==> src/rtl/adder_result_stage.sv <==
// Registered result stage behind the ripple adder: flags each sum, queues it in a
// 2-entry FIFO with valid/ready handshakes, and keeps a saturating overflow count.
module adder_result_stage #(
  parameter int N     = 32,
  parameter int CNT_W = 8
) (
  input  logic             clk,
  input  logic             rst_n,
  input  logic             in_valid,
  output logic             in_ready,
  input  logic [N-1:0]     a,
  input  logic [N-1:0]     b,
  input  logic [N-1:0]     sum,
  output logic             out_valid,
  input  logic             out_ready,
  output logic [N-1:0]     out_sum,
  output logic [3:0]       out_flags,
  input  logic             ovf_clr,
  output logic [CNT_W-1:0] ovf_count
);

  localparam logic [CNT_W-1:0] OVF_MAX = {CNT_W{1'b1}};

  logic [N-1:0] sum_mem   [2];
  logic [3:0]   flags_mem [2];
  logic         wr_ptr;
  logic         rd_ptr;
  logic [1:0]   count;

  logic         push;
  logic         pop;
  logic         flag_v;
  logic         flag_c;
  logic         flag_n;
  logic         flag_z;
  logic [3:0]   flags_in;

  assign in_ready  = (count != 2'd2);
  assign out_valid = (count != 2'd0);
  assign push      = in_valid && in_ready;
  assign pop       = out_valid && out_ready;

  // Carry is rebuilt from the operand and sum MSBs since the adder does not export it.
  assign flag_z   = (sum == '0);
  assign flag_n   = sum[N-1];
  assign flag_c   = (a[N-1] & b[N-1]) | ((a[N-1] | b[N-1]) & ~sum[N-1]);
  assign flag_v   = (a[N-1] == b[N-1]) && (sum[N-1] != a[N-1]);
  assign flags_in = {flag_v, flag_c, flag_n, flag_z};

  always_ff @(posedge clk) begin
    if (push) begin
      sum_mem[wr_ptr]   <= sum;
      flags_mem[wr_ptr] <= flags_in;
    end
  end

  always_ff @(posedge clk) begin
    if (!rst_n) begin
      wr_ptr <= 1'b0;
      rd_ptr <= 1'b0;
      count  <= 2'd0;
    end else begin
      if (push) wr_ptr <= ~wr_ptr;
      if (pop)  rd_ptr <= ~rd_ptr;
      case ({push, pop})
        2'b10:   count <= count + 2'd1;
        2'b01:   count <= count - 2'd1;
        default: count <= count;
      endcase
    end
  end

  // Storage is not reset, so the head is masked to zero whenever the FIFO is empty.
  assign out_sum   = out_valid ? sum_mem[rd_ptr]   : '0;
  assign out_flags = out_valid ? flags_mem[rd_ptr] : 4'h0;

  always_ff @(posedge clk) begin
    if (!rst_n) begin
      ovf_count <= '0;
    end else if (ovf_clr) begin
      ovf_count <= '0;
    end else if (push && flag_v && (ovf_count != OVF_MAX)) begin
      ovf_count <= ovf_count + 1'b1;
    end
  end

endmodule

==> config.mk <==
export PLATFORM = sky130hd
export DESIGN_NAME = adder_result_stage
export DESIGN_NICKNAME = d
export VERILOG_FILES = /design/src/rtl/adder_result_stage.sv
export SDC_FILE = /design/constraint.sdc
export NUM_CORES = 1
export LEC_CHECK = 0
export CORE_ASPECT_RATIO = 0.5
export CORE_MARGIN = 2
export CORE_UTILIZATION = 42
export CTS_CLUSTER_SIZE = 28
export DETAILED_ROUTE_END_ITERATION = 8
export HOLD_SLACK_MARGIN = 0.08
export PLACE_DENSITY = 0.87
export SLEW_MARGIN = 15
export SYNTH_ARGS = -nofsm -noshare
export SYNTH_HDL_FRONTEND = slang
export SYNTH_SLANG_ARGS = --single-unit
==> constraint.sdc <==
create_clock -name clk -period 2.9 [get_ports clk]
set_input_delay 0.435 -clock clk [delete_from_list [all_inputs] [get_ports clk]]
set_output_delay 0.435 -clock clk [all_outputs]
set_load 0.02 [all_outputs]
==> results of run 1 <==
## worst max-delay path, stage by stage
cell	delay [ns]
clkdlybuf4s50_1	0.51
inv_1	0.06
ha_1	0.31
nand4b_1	0.45
or4_1	0.64
a21oi_1	0.18
## sequential cells by signal, summed over array words and instances, names as in the netlist, named ones only
register and flops:
sum_mem 62, ovf_count 8, rd_ptr 1, count 2, wr_ptr 1, flags_mem 8
## metrics by stage
stage	cells	setup slack, ns	hold WS (ns)	cell area, um2
floorplan	238	0.287	0.523	3410
global placement	430	0.384	0.479	4420
detailed placement	430	0.313	0.493	4420
CTS	446	0.600	0.505	4740
global route	446	0.392	0.528	4740
finish	446	0.561	0.501	4740
## per-layer routing
layer / track usage [%] / wire, um / vias up
met4: 4.35 / 80 / 0
met2: 31.4 / 3880 / 58
met3: 4.80 / 267 / 11
li1: - / - / 1084
met5: 0 / 0 / -
met1: 17.9 / 2840 / 1087
## area by class of cell
cell class / instances / area share (%)
timing repair buffer: 89 / 19.1
tap: 112 / 2.96
clock buffer: 9 / 4.75
inverter: 6 / 0.475
multi-input combinational: 140 / 20.9
sequential: 83 / 49.8
clock inverter: 7 / 2.06
## worst max path at each step
stage	to	startpoint	slack, ns	depth (start not counted)
after floorplan	flags_mem[0][0]$_DFFE_PP_	count[0]$_SDFFE_PN0P_	0.29	3
after global placement	ovf_count[3]$_SDFFE_PP0P_	a[31]	0.38	6
after detailed placement	ovf_count[3]$_SDFFE_PP0P_	a[31]	0.31	6
after CTS	ovf_count[3]$_SDFFE_PP0P_	a[31]	0.60	6
after global routing	ovf_count[7]$_SDFFE_PP0P_	a[31]	0.39	6
final	ovf_count[3]$_SDFFE_PP0P_	a[31]	0.56	6
## report_power, final
group          switching (mW)  total [mW]  internal, mW
Clock                   0.445        1.20         0.759
Combinational           0.982        1.79         0.806
Sequential             0.0694        1.59          1.52
Total                    1.50        4.58          3.08
## synthesized netlist by cell type, types with 2 or more instances
cell | number | share of area (%)
edfxtp_1 | 70 | 62
nor2_1 | 38 | 4.2
mux2i_1 | 36 | 11
dfxtp_1 | 13 | 7.6
nor4_1 | 8 | 1.5
inv_1 | 6 | 0.66
a21oi_1 | 5 | 0.73
and2_1 | 5 | 0.92
buf_2 | 5 | 0.73
ha_1 | 4 | 1.5
clkbuf_1 | 3 | 0.33
nand3_1 | 3 | 0.44
nand4_1 | 3 | 0.55
nor2b_1 | 3 | 0.55
o21ai_0 | 3 | 0.44
xnor2_1 | 3 | 0.77
and3_1 | 2 | 0.37
nand2_1 | 2 | 0.22
nand2b_1 | 2 | 0.37
o311ai_0 | 2 | 0.51
o41ai_1 | 2 | 0.51
or3_1 | 2 | 0.37
xor2_1 | 2 | 0.51
## cell usage in the layout, fill, tap and decap left out, types with 2 or more instances in the layout
cell type,netlist,routed
nand4_1,3,3
a21oi_1,5,5
nor4_1,8,8
o41ai_1,2,2
nand3_1,3,3
nand2_1,2,2
clkbuf_16,0,9
clkdlybuf4s50_1,0,84
edfxtp_1,70,70
buf_12,0,2
or3_1,2,2
inv_1,6,6
ha_1,4,4
nor2_1,38,37
bufinv_16,0,2
inv_6,0,3
o311ai_0,2,2
buf_4,1,3
and3_1,2,2
mux2i_1,36,36
and2_1,5,5
xnor2_1,3,3
nand2b_1,2,2
xor2_1,2,2
dfxtp_1,13,12
o21ai_0,3,3
nor2b_1,3,3
## cell families after synthesis
kind of cell / count (synthesis) / share of synthesized area, %
AOI/OAI and AO/OA: 18 / 3.60
xor gates and xnor gates: 5 / 1.28
adders and majority gates: 4 / 1.47
buffers and inverters: 15 / 1.94
DFF: 83 / 69.3
muxes: 36 / 10.6
and+or+nand+nor: 77 / 11.9
==> flow_summary.toml, run 1 <==
[clocking]
hold_buffers = 0
insertion_delay_ns = 0.33
cts_tree = "built"
clk_pin_slew_ns = 0.06
cts_buffer_depth = 2
postCtsSetupBuffers = 0
post_cts_resized = 0
cts_root_buf = "clkbuf_16"
cts.sinks = 83
cts_buffers = 9
clock_tree.htree_level_count = 3

[sta]
finClkSkew_ns = 0.00760
setup_tns_ns = 0
finalCritPeriodShare_pct = 80.6
worst_pin_slew_ns = 0.492
drv_slew = 0
slew_headroom_pct = 67.0
rsz0062_at_grt = "no"
clock.fmax_mhz = 428
hold_violations = 0
finalSetupViolCount = 0
period_minus_slack_ns = 2.34

[pwr]
power.leakage_nw = 1.58
power_mw = 4.58
p_per_area_nw_per_um2 = 965
peakVddDrop_mv = 0.414

[yosys]
synth_nets = 343
synthCells = 238
synth_cell_types = 39
async_reset_ff_share_pct = 0
seq_area_frac_synth_pct = 69.3
synth_edf_count = 70
ys_seq_elements = 83
synth-main-ff-cell = "edfxtp_1"
avgSynthCellArea_um2 = 14.3
synth_area_um2 = 3410
synth_warnings = 0

[setup_path]
regToRegStartpoint = "count[1]$_SDFFE_PN0P_"
r2r_slack_ns = 1.01
worst_ep_arrival_time_ns = 2.59
worstPathMaxFanout = 11
r2r_cells = 7
worstSetupEndpointType = "flop"
rr_endpoint = "count[1]$_SDFFE_PN0P_"
cp.required_ns = 3.15
worstSetupStartpointType = "input port"
critPathKind = "in2reg"

[hold_path]
min_delay_worst_endpoint = "ovf_count[5]$_SDFFE_PP0P_"
whs_path_depth = 2
worst_hold_startpoint = "ovf_count[5]$_SDFFE_PP0P_"
hold_path_class = "reg2reg"

[global_route]
antenna_found_initial = 0
grt_pass1_wl_um = 11200
grt_pass1_vias = 2327
overflow = 0
grt_max_degree = 36
grt_usage_pct = 16.2

[cells_and_area]
area.growth.synth_to_final_pct = 39.0
layout-drive-gt1-share_pct = 8.08
fin_nets = 434
n_antenna_cell = 0
regArea_um2 = 2360
multi_input_area_um2 = 990
utilization_pct = 59.7
fillCellCount = 593

[drt]
drt-total-wl_um = 7070
via_per_inst = 5.02
firstDrtPassIters = 6
vias = 2240
ant_nets = 0
avgRoutedWirePerCell_um = 15.8
route.detailed.drc = 0
drtIter0Drc = 149

[die]
start_util_pct = 42.9
dieArea_um2 = 8900
fp.dieW_um = 131
fp-row-count = 23
die_h_um = 67.7
pin_count = 147
core_area_um2 = 7940

[placed_design]
io_buffers = 84
gp_congestion = 0.860
hpwl_um = 4930

[flow_run]
max_cap_violations = 0

[outcome]
outcome = "finished clean"
(Power assumes the default switching activity.)
==> inputs of run 2 (changes only) <==
CORE_UTILIZATION = 38   (was 42)
PLACE_DENSITY = 0.83   (was 0.87)
clock period = 2 ns   (was 2.9 ns; I/O delays follow)
==> flow_summary.toml, run 2 (same netlist as run 1, synthesis figures left out) <==
[cells_and_area]
most-common-layout-cells = "70 x edfxtp_1, 48 x clkdlybuf4s50_1, 37 x nor2_1"
fillCellCount = 727
largest_reg_flops = 62
area.growth.synth_to_final_pct = 40.2
utilization_pct = 54.9
layout-drive-gt1-share_pct = 10.8
final_common_cell = "edfxtp_1"
stdcell_area_um2 = 4780
final_cells = 459
fin_nets = 442
reg_top3 = "sum_mem x62, flags_mem x8, ovf_count x8"
n_antenna_cell = 0
largest-register = "sum_mem"

[pwr]
comb_power_share_pct = 37.7
power.leakage_nw = 1.75
peakVddDrop_mv = 0.522
p_per_area_nw_per_um2 = 1320
switching_share_pct = 34.3
p_int_mw = 4.15
power_mw = 6.32
p_seq_share_pct = 36.4
clkPwrFrac_pct = 25.9
switchingPower_mw = 2.17

[sta]
finalCritPeriodShare_pct = 93.8
rsz0062_at_grt = "no"
period_minus_slack_ns = 1.88
hold_violations = 0
finClkSkew_ns = 0.00852
hold_slack_ns = 0.505
worst_pin_slew_ns = 0.543
worst_slack_ns = 0.125
setup_tns_ns = 0
drv_slew = 0
slew_headroom_pct = 63.6
clock.fmax_mhz = 533
finalSetupViolCount = 0

[drt]
vias = 2263
avgRoutedWirePerCell_um = 15.6
route.detailed.drc = 0
via_per_inst = 4.93
drt-total-wl_um = 7180
firstDrtPassIters = 4
ant_nets = 0
drtIter0Drc = 110

[die]
die_h_um = 71.0
fp-row-count = 24
pin_count = 147
dieArea_um2 = 9800
start_util_pct = 39.2
core_area_um2 = 8710
fp.dieW_um = 138

[global_route]
overflow = 0
grt_pass1_wl_um = 11400
grt_pass1_vias = 2316
grt_usage_pct = 15.5
antenna_found_initial = 0
grt_max_degree = 36

[setup_path]
cpPeakStageDelay_ns = 0.50
worst_ep_arrival_time_ns = 2.14
worstPathMaxFanout = 7
path_cells = "clkdlybuf4s50_1, inv_1, ha_1, nand4b_1, buf_6, or4_4, a21oi_2"
critPathKind = "in2reg"
worstSetupStartpointType = "input port"
worstSetupEndpointType = "flop"
cp.required_ns = 2.26
cp_slowest_cell = "or4_4"

[placed_design]
dpl_cell_area_um2 = 4500
dp_cells = 442
gp_congestion = 0.788
preCtsSetupSlack_ns = -0.304
io_buffers = 84
hpwl_um = 4760

[clocking]
cts.sinks = 83
cts_tree = "built"
insertion_delay_ns = 0.33
clock_tree.htree_level_count = 3
cts_buffer_depth = 2
hold_buffers = 0
clk_pin_slew_ns = 0.06
cts_buffers = 9
cts_root_buf = "clkbuf_16"

[flow_run]
max_cap_violations = 0

[outcome]
outcome = "finished clean"

[hold_path]
hold_path_class = "reg2reg"
## run 2: cell types whose count changed in the layout (fill, tap and decap cells not counted), moves of 2 or more
cell / before / now
clkdlybuf4s50_1: 84 / 48
dlygate4sd2_1: 0 / 36
buf_4: 3 / 7
buf_12: 2 / 4
buf_6: 0 / 2
## run 2: final cells by class
| class | count | area (um2) | share of cell area, % |
|---|---|---|---|
| multi-input cells | 140 | 997 | 20.9 |
| inverters | 6 | 22.5 | 0.471 |
| flip-flops and latches | 83 | 2360 | 49.4 |
| repair buffers | 97 | 951 | 19.9 |
| clock inverters | 7 | 75.1 | 1.57 |
| well taps | 117 | 146 | 3.06 |
| clock buffers | 9 | 225 | 4.71 |
## run 2: final timing paths
path / startpoint / end / slack (ns) / cells past startpoint
max: b[31] / ovf_count[3]$_SDFFE_PP0P_ / 0.12 / 7
min: ovf_count[5]$_SDFFE_PP0P_ / ovf_count[5]$_SDFFE_PP0P_ / 0.51 / 2
max reg2reg: ovf_count[0]$_SDFFE_PP0P_ / ovf_count[4]$_SDFFE_PP0P_ / 0.23 / 5
min reg2reg: ovf_count[5]$_SDFFE_PP0P_ / ovf_count[5]$_SDFFE_PP0P_ / 0.51 / 2
## run 2: critical path: cells and delay by family
| family | cells | cell delay, ns |
|---|---|---|
| buf+inv | 3 | 0.70 |
| simple gates | 2 | 0.70 |
| compound gates | 1 | 0.14 |
| fa+ha+maj | 1 | 0.29 |
## run 2: power by group through the flow
stage | Clock, mW | Combinational [mW] | Sequential, mW
6_report | 1.64 | 2.38 | 2.30
5_1_grt | 1.73 | 2.57 | 2.32
4_1_cts | 1.66 | 2.42 | 2.30
3_5_place_dp | 0 | 2.67 | 2.33
3_3_place_gp | 0 | 2.65 | 2.32
2_1_floorplan | 0 | 1.46 | 2.31
## run 2: repair_timing
item                                    in CTS  in global routing
gates resized for setup                     37                  4
pin swaps                                    0                  1
endpoints found under the setup margin      37                  2
setup buffers                                1                  0
## run 2: layer usage
layer	track usage [%]	routed length, um
met4	6.92	107
met1	17.3	2980
met3	3.66	212
met5	0	0
met2	28.3	3880
==> inputs of run 3 (changes only) <==
clock period = 1.5 ns   (was 2 ns; I/O delays follow)
==> flow_summary.toml, run 3 (same netlist as run 1, synthesis figures left out) <==
[clocking]
cts.sinks = 83
cts_buffers = 9
insertion_delay_ns = 0.34
clock_tree.htree_level_count = 3
cts_tree = "built"
cts_buffer_depth = 2
clk_pin_slew_ns = 0.06
hold_buffers = 0
cts_root_buf = "clkbuf_16"

[pwr]
power.leakage_nw = 2.07
p_per_area_nw_per_um2 = 1950
power_mw = 11.0
peakVddDrop_mv = 0.858

[drt]
dr_wl_met2_um = 6030
vias = 2691
top_layer_used = "met4"
met1_length_um = 3990
via_per_inst = 5.37
firstDrtPassIters = 4
ant_nets = 0
drt-total-wl_um = 10800
drtIter0Drc = 224
avgRoutedWirePerCell_um = 21.6
dr_wl_met3_um = 532
route.detailed.drc = 0

[cells_and_area]
most-common-layout-cells = "70 x edfxtp_1, 39 x buf_4, 35 x clkdlybuf4s50_1"
fin_nets = 484
area.growth.synth_to_final_pct = 65.2
final_cells = 501
fillCellCount = 562
largest-register = "sum_mem"
n_antenna_cell = 0
largest_reg_flops = 62
final_common_cell = "edfxtp_1"
reg_top3 = "sum_mem x62, flags_mem x8, ovf_count x8"
layout-drive-gt1-share_pct = 42.7

[setup_path]
critPathKind = "reg2out"
worstSetupEndpointType = "primary output"
worst_ep_arrival_time_ns = 1.50
worstSetupStartpointType = "flop"
worstPathMaxFanout = 7
cp_slowest_cell = "dfxtp_4"
cp.required_ns = 1.27
path_buf_inv = 3
crit_family = "flip-flops"
path_cells = "buf_12, buf_6, mux2i_1, nor2_1, buf_4"
cpPeakStageDelay_ns = 0.44

[sta]
drv_slew = 0
rsz0062_at_grt = "yes"
worst_slack_ns = -0.223
period_minus_slack_ns = 1.72
setup_tns_ns = -4.92
finalSetupViolCount = 44
clock.fmax_mhz = 580
hold_violations = 0
finalCritPeriodShare_pct = 115
finClkSkew_ns = 0.00820
slew_headroom_pct = 56.7
hold_slack_ns = 0.412
worst_pin_slew_ns = 0.649

[die]
core_area_um2 = 8710
fp-row-count = 24
start_util_pct = 39.2
dieArea_um2 = 9800
die_h_um = 71.0
fp.dieW_um = 138
pin_count = 147

[global_route]
overflow = 0
grt_max_degree = 22
grt_pass1_wl_um = 14300
grt_usage_pct = 19.9
grt_pass1_vias = 2694
antenna_found_initial = 0

[placed_design]
gp_congestion = 0.879
io_buffers = 84
dp_cells = 460
hpwl_um = 5520

[flow_run]
max_cap_violations = 0

[hold_path]
hold_path_class = "in2reg"

[outcome]
outcome = "complete, but fails checks"
failed_checks = "setup timing"
-- run 3: changes by cell type in the layout (fill, tap and decap cells not counted), sizes merged --
| cell | previous run | this run |
|---|---|---|
| clkdlybuf4s50 | 48 | 35 |
| inv | 8 | 6 |
| buf | 13 | 92 |
| bufinv | 1 | 3 |
| dlygate4sd2 | 36 | 11 |
| clkbuf | 9 | 11 |
| clkinvlp | 2 | 1 |
-- run 3: layout make-up --
class                   count  area, um2  share of cell area [%]
flip-flops and latches     83       2370                    42.1
repair buffers            139       1390                    24.7
multi-input cells         140       1360                    24.2
clock buffers              10        229                    4.06
well taps                 117        146                    2.60
clock inverters             6        104                    1.84
inverters                   6       25.0                   0.444
-- run 3: per-stage QoR --
stage	setup slack (ns)	instance area [um2]	util, %
finish	-0.223	5630	64.7
global route	-0.256	5630	64.7
CTS	-0.206	5240	60.2
detailed placement	-0.780	4730	54.4
global placement	-0.591	4730	54.4
floorplan	-0.0867	3470	-
-- run 3: per-layer routing --
metal  track usage (%)  vias to the layer above
met3              4.66                       25
met5                 0                        -
met4              8.50                        0
met1              21.8                     1374
li1                  -                     1185
met2              37.0                      107
-- run 3: path summary, 6_finish.rpt --
| path | from | endpoint | slack, ns | cells past startpoint |
|---|---|---|---|---|
| max | flop | out_sum[12] | -0.22 | 5 |
| min | sum[31] | flags_mem[1][1]$_DFFE_PP_ | 0.41 | 2 |
| max reg2reg | count[0]$_SDFFE_PN0P_ | ovf_count[3]$_SDFFE_PP0P_ | -0.12 | 7 |
| min reg2reg | ovf_count[5]$_SDFFE_PP0P_ | ovf_count[5]$_SDFFE_PP0P_ | 0.53 | 2 |
-- run 3: what timing repair did --
item                                    4_1_cts  5_1_grt
pin swaps                                     7       16
buffers inserted                             13       12
cloned                                        2        0
endpoints found under the setup margin       58       49
gates resized for setup                     198       96
hold endpoints to repair                      0        0
-- run 3: power breakdown --
| group | total, mW | internal, mW | switching [mW] | leakage [nW] |
|---|---|---|---|---|
| clock network | 2.50 | 1.61 | 0.884 | 0.160 |
| logic | 5.30 | 2.65 | 2.64 | 1.14 |
| registers | 3.17 | 2.95 | 0.220 | 0.764 |
| total | 11.0 | 7.22 | 3.75 | 2.07 |
-- run 3: worst register-to-register path, stage by stage (launching register included) --
cell	delay, ns
dfxtp_4	0.37
buf_6	0.10
nand2b_4	0.14
nand4b_1	0.15
buf_4	0.19
buf_8	0.14
o31ai_1	0.31
a21oi_1	0.11
